===== config.mk =====
export PLATFORM = sky130hd
export DESIGN_NAME = res_cal_ctrl_flat
export DESIGN_NICKNAME = d
export VERILOG_FILES = /design/src/rtl/res_cal_ctrl_if.sv /design/src/rtl/res_cal_ctrl.sv /design/src/flat_wrapper.sv
export SDC_FILE = /design/constraint.sdc
export NUM_CORES = 1
export LEC_CHECK = 0
export ABC_CLOCK_PERIOD_IN_PS = 2640
export BUFFER_PORTS_ARGS = -buffer_cell sky130_fd_sc_hd__buf_2
export CAP_MARGIN = 10
export CORE_UTILIZATION = 27
export CTS_CLUSTER_SIZE = 28
export DETAILED_ROUTE_END_ITERATION = 6
export SLEW_MARGIN = 20
export SYNTH_ARGS = -nofsm -noshare
export SYNTH_HDL_FRONTEND = slang
export SYNTH_SLANG_ARGS = --single-unit
export TNS_END_PERCENT = 100

===== constraint.sdc =====
create_clock -name clk -period 2.64 [get_ports clk]
set_clock_uncertainty 0.15 [all_clocks]
set_input_delay 0.792 -clock clk [delete_from_list [all_inputs] [get_ports clk]]
set_output_delay 0.792 -clock clk [all_outputs]
set_load 0.005 [all_outputs]

===== src/rtl/res_cal_ctrl_if.sv =====
// Bundles the calibration controller's control, comparator and trim-code signals.
// The controller sits on the slave side; the host and comparator sit on the master side.
interface res_cal_ctrl_if #(
    parameter int N = 6
);
    logic         start;
    logic         track_en;
    logic         comp_hi;
    logic [N-1:0] code;
    logic         code_vld;
    logic         busy;
    logic         done;
    logic         err;

    modport master (
        output start, track_en, comp_hi,
        input  code, code_vld, busy, done, err
    );

    modport slave (
        input  start, track_en, comp_hi,
        output code, code_vld, busy, done, err
    );
endinterface


===== src/rtl/res_cal_ctrl.sv =====
// Trim-resistor calibration sequencer: a SAR search sets the initial code, then an
// optional slow loop tracks drift in +/-1 LSB steps gated by two matching samples.
module res_cal_ctrl #(
    parameter int N            = 6,
    parameter int SETTLE_CYC   = 4,
    parameter int TRACK_PERIOD = 64
) (
    input  logic          clk,
    input  logic          rst,
    res_cal_ctrl_if.slave bus
);
    localparam int IW = $clog2(N);
    localparam int CW = $clog2(SETTLE_CYC + 1);
    localparam int PW = $clog2(TRACK_PERIOD + 1);
    localparam logic [N-1:0] MID = {1'b1, {(N-1){1'b0}}};

    typedef enum logic [1:0] {IDLE, SAR, TRACK} state_t;

    state_t        state_q, state_d;
    logic [N-1:0]  code_q, code_d;
    logic [IW-1:0] idx_q, idx_d, idx_m1;
    logic [CW-1:0] cnt_q, cnt_d;
    logic [PW-1:0] pcnt_q, pcnt_d;
    logic          hv_q, hv_d;   // history holds one unconsumed sample
    logic          hs_q, hs_d;   // value of that sample
    logic          vld_q, vld_d;
    logic          busy_q, busy_d;
    logic          done_q, done_d;
    logic          err_q, err_d;

    assign idx_m1 = idx_q - IW'(1);

    always_comb begin
        state_d = state_q;
        code_d  = code_q;
        idx_d   = idx_q;
        cnt_d   = cnt_q;
        pcnt_d  = pcnt_q;
        hv_d    = hv_q;
        hs_d    = hs_q;
        vld_d   = vld_q;
        busy_d  = busy_q;
        done_d  = 1'b0;
        err_d   = err_q;

        case (state_q)
            SAR: begin
                if (cnt_q == CW'(SETTLE_CYC - 1)) begin
                    if (bus.comp_hi) code_d[idx_q] = 1'b0;
                    if (idx_q != '0) begin
                        code_d[idx_m1] = 1'b1;
                        idx_d          = idx_m1;
                        cnt_d          = '0;
                    end else begin
                        state_d = bus.track_en ? TRACK : IDLE;
                        vld_d   = 1'b1;
                        busy_d  = 1'b0;
                        done_d  = 1'b1;
                        pcnt_d  = '0;
                        hv_d    = 1'b0;
                    end
                end else begin
                    cnt_d = cnt_q + CW'(1);
                end
            end
            TRACK: begin
                if (!bus.track_en) begin
                    state_d = IDLE;
                end else if (pcnt_q == PW'(TRACK_PERIOD - 1)) begin
                    pcnt_d = '0;
                    if (hv_q && (hs_q == bus.comp_hi)) begin
                        hv_d = 1'b0;
                        // out-of-range steps are dropped and flagged
                        if (bus.comp_hi) begin
                            if (code_q == '0) err_d = 1'b1;
                            else              code_d = code_q - N'(1);
                        end else begin
                            if (code_q == '1) err_d = 1'b1;
                            else              code_d = code_q + N'(1);
                        end
                    end else begin
                        hv_d = 1'b1;
                        hs_d = bus.comp_hi;
                    end
                end else begin
                    pcnt_d = pcnt_q + PW'(1);
                end
            end
            default: ;
        endcase

        // start outranks everything outside an active search, including a tracking sample
        if (state_q != SAR && bus.start) begin
            state_d = SAR;
            code_d  = MID;
            idx_d   = IW'(N - 1);
            cnt_d   = '0;
            hv_d    = 1'b0;
            vld_d   = 1'b0;
            err_d   = 1'b0;
            busy_d  = 1'b1;
        end
    end

    always_ff @(posedge clk) begin
        if (rst) begin
            state_q <= IDLE;
            code_q  <= MID;
            idx_q   <= '0;
            cnt_q   <= '0;
            pcnt_q  <= '0;
            hv_q    <= 1'b0;
            hs_q    <= 1'b0;
            vld_q   <= 1'b0;
            busy_q  <= 1'b0;
            done_q  <= 1'b0;
            err_q   <= 1'b0;
        end else begin
            state_q <= state_d;
            code_q  <= code_d;
            idx_q   <= idx_d;
            cnt_q   <= cnt_d;
            pcnt_q  <= pcnt_d;
            hv_q    <= hv_d;
            hs_q    <= hs_d;
            vld_q   <= vld_d;
            busy_q  <= busy_d;
            done_q  <= done_d;
            err_q   <= err_d;
        end
    end

    assign bus.code     = code_q;
    assign bus.code_vld = vld_q;
    assign bus.busy     = busy_q;
    assign bus.done     = done_q;
    assign bus.err      = err_q;
endmodule


===== src/flat_wrapper.sv =====
// flat-port wrapper written by rule: the top's interface ports become plain ports
module res_cal_ctrl_flat 
#(
    parameter int N            = 6,
    parameter int SETTLE_CYC   = 4,
    parameter int TRACK_PERIOD = 64
)
  (clk, rst, bus_start, bus_track_en, bus_comp_hi, bus_code, bus_code_vld, bus_busy, bus_done, bus_err);
  res_cal_ctrl_if #(.N(N)) bus_i ();
  input  logic clk;
  input  logic rst;
  input wire logic [$bits(bus_i.start)-1:0] bus_start;
  input wire logic [$bits(bus_i.track_en)-1:0] bus_track_en;
  input wire logic [$bits(bus_i.comp_hi)-1:0] bus_comp_hi;
  output wire logic [$bits(bus_i.code)-1:0] bus_code;
  output wire logic [$bits(bus_i.code_vld)-1:0] bus_code_vld;
  output wire logic [$bits(bus_i.busy)-1:0] bus_busy;
  output wire logic [$bits(bus_i.done)-1:0] bus_done;
  output wire logic [$bits(bus_i.err)-1:0] bus_err;
  assign bus_i.start = bus_start;
  assign bus_i.track_en = bus_track_en;
  assign bus_i.comp_hi = bus_comp_hi;
  assign bus_code = bus_i.code;
  assign bus_code_vld = bus_i.code_vld;
  assign bus_busy = bus_i.busy;
  assign bus_done = bus_i.done;
  assign bus_err = bus_i.err;
  res_cal_ctrl #(.N(N), .SETTLE_CYC(SETTLE_CYC), .TRACK_PERIOD(TRACK_PERIOD)) u_core (.clk(clk), .rst(rst), .bus(bus_i));
endmodule

==> reports/metrics.yaml <==
syn_area_per_cell_sq_um: 8.31
hp-class: "register to register"
ctsResizeCount: 0
track_usage_pct: 12.8
synthFlopType: "dfxtp_1"
critPathArrivalTime_ns: 2.31
yosysWarnings: 0
ys_seq_elements: 27
cts_buffers: 3
critical_path_class: "register to register"
cts_tree: "yes"
grt_setup_unrepaired: "false"
antennaDiodeCount: 0
cts_max_path_buffers: 2
synth_cells: 216
yosysSeqAreaShare_pct: 30.1
area_growth_pct: 11.0
drt_iter0_drc: 111
io_pins: 15
p_clk_share_pct: 29.5
netSwitchingPower_w: 0.000240
worstRegToRegCells: 7
row_count: 29
htreeDepth: 1
core-area_sq_mm: 0.00639
clk_pin_slew_ns: 0.10
root_buffer: "clkbuf_8"
ir_drop_v: 0.000196
slew-limit-headroom_pct: 65.2
syn_area_sq_mm: 0.00179
hold_violations: 0
drt-wirelength-per-cell_microns: 13.5
vias: 1563
pwr-share-seq_pct: 52.3
fillers: 696
drive_above_1_share_pct: 14.0
status: "finished clean"
die_w_microns: 83.5
vias_per_cell: 5.11
io_buffers: 14
min_from: "u_core.pcnt_q[6]$_SDFFE_PP0P_"
gp_congestion: 0.859
finalWorstPathRequiredPeriod_ns: 2.25
end_kind: "register"
switching_share_pct: 29.1
syn-num-nets: 233
drt-total-wl_microns: 4130
p_comb_share_pct: 18.2
final_cell_mix: "dfxtp_1, nor2_1, a21oi_1, nand2_1, buf_2"
clock_latency_ns: 0.28
cts.sinks: 27
fin_crit_sh_pct: 85.1
cp_max_fo: 8
max_freq_ghz: 0.445
die_h_microns: 83.5
p_int_w: 0.000586
ys_types: 50
grt_first_pass_wirelength_microns: 7200
drt_pass1_iterations: 4
start_kind: "register"
hold_depth: 2
dieArea_sq_mm: 0.00698
reg2reg_from: "u_core.idx_q[1]$_SDFFE_PP0P_"
nets: 247
cts_hold_buf: 0
powerDensity_mw_per_mm2: 415
cp.required_ns: 2.71
gr-total-overflow: 0
postCtsSetupBuffers: 0
antenna_found_initial: 0
ant_nets: 0
grt_max_degree: 19
synth_edf_count: 0
power_w: 0.000826
drc_errors: 0
first_global_vias: 1499
drv_slew: 0
layout_commonest_cell: "dfxtp_1"
p_leak_nw: 0.738
fin_setup_tns_ns: 0
dp_hpwl_microns: 3100
synth-async-reset-ratio_pct: 0
tightest_slew_ns: 0.522
drv_cap: 0
start_util_pct: 28.1
critPathLaunch: "u_core.idx_q[1]$_SDFFE_PP0P_"
finalSetupViolations: 0
cell usage after synthesis, types with 6 or more instances:
cell type	n	area share, %
buf_2	6	1.7
o21ai_0	10	2.8
a21oi_1	19	5.3
xnor2_1	6	2.9
nand2b_1	7	2.4
nor2_1	24	5.0
inv_1	10	2.1
mux2i_1	8	4.5
nand2_1	19	4.0
dfxtp_1	27	30
ha_1	11	7.7
sequential cells by signal, indices dropped and copies added (netlist names), 2 cells and up:
name and cells:
u_core.bus.code 6, u_core.idx_q 3, u_core.cnt_q 3, u_core.pcnt_q 7, u_core.state_q 2
critical path, stage by stage (launching register included):
cell	delay, ns
dfxtp_1	0.38
inv_1	0.14
ha_1	0.29
nand4bb_1	0.31
a221oi_4	0.49
nand4_1	0.17
xor2_1	0.16
nor2_1	0.09
per-stage QoR:
| step | setup slack (ns) | hold slack [ns] | instance area, sq um | utilization, % | instances |
|---|---|---|---|---|---|
| final | 0.394 | 0.302 | 1990 | 31.2 | 306 |
| after global routing | 0.179 | 0.333 | 1990 | 31.2 | 306 |
| after CTS | 0.417 | 0.307 | 1990 | 31.2 | 306 |
| after detailed placement | 0.140 | 0.291 | 1950 | 30.5 | 302 |
| after global placement | 0.190 | 0.286 | 1950 | 30.5 | 302 |
| after floorplan | 0.392 | 0.273 | 1790 | - | 216 |
logic make-up (layout without fill, tap and decap cells):
| logic type | Yosys count | count (layout) | synth area share, % |
|---|---|---|---|
| buffers and inverters | 19 | 32 | 4.60 |
| adders and majority gates | 12 | 12 | 8.79 |
| AOI/OAI and AO/OA | 54 | 54 | 20.5 |
| DFF | 27 | 27 | 30.1 |
| muxes | 8 | 8 | 4.46 |
| xor gates and xnor gates | 10 | 10 | 4.88 |
| and+or+nand+nor | 86 | 86 | 26.6 |
cell type report:
class | instances | area, sq um | area share (%)
Clock buffer | 3 | 41.3 | 2.07
Clock inverter | 1 | 5.00 | 0.251
Inverter | 10 | 37.5 | 1.88
Multi-Input combinational cell | 170 | 1170 | 58.8
Sequential cell | 27 | 541 | 27.1
Tap cell | 77 | 96.3 | 4.84
Timing Repair Buffer | 18 | 100 | 5.03
layer usage:
metal	wire (microns)	up-vias	GRT usage [%]
met1	2100	724	17.4
met2	1840	33	20.8
met5	0	-	0
li1	-	802	-
met3	156	4	2.67
met4	37	0	3.24
power by group through the flow:
stage | Clock [W] | Combinational, W | Sequential, W
5_1_grt | 0.000276 | 0.000171 | 0.000434
3_3_place_gp | 0 | 0.000150 | 0.000440
4_1_cts | 0.000256 | 0.000152 | 0.000431
2_1_floorplan | 0 | 0.000118 | 0.000435
6_report | 0.000243 | 0.000151 | 0.000432
3_5_place_dp | 0 | 0.000151 | 0.000441
worst paths after layout:
path,end,slack [ns]
worst max register to register,u_core.pcnt_q[3]$_SDFFE_PP0P_,0.39
worst min register to register,u_core.pcnt_q[6]$_SDFFE_PP0P_,0.30
worst min-delay path,u_core.pcnt_q[6]$_SDFFE_PP0P_,0.30
worst max-delay path,u_core.pcnt_q[3]$_SDFFE_PP0P_,0.39
(Power assumes the default switching activity.)
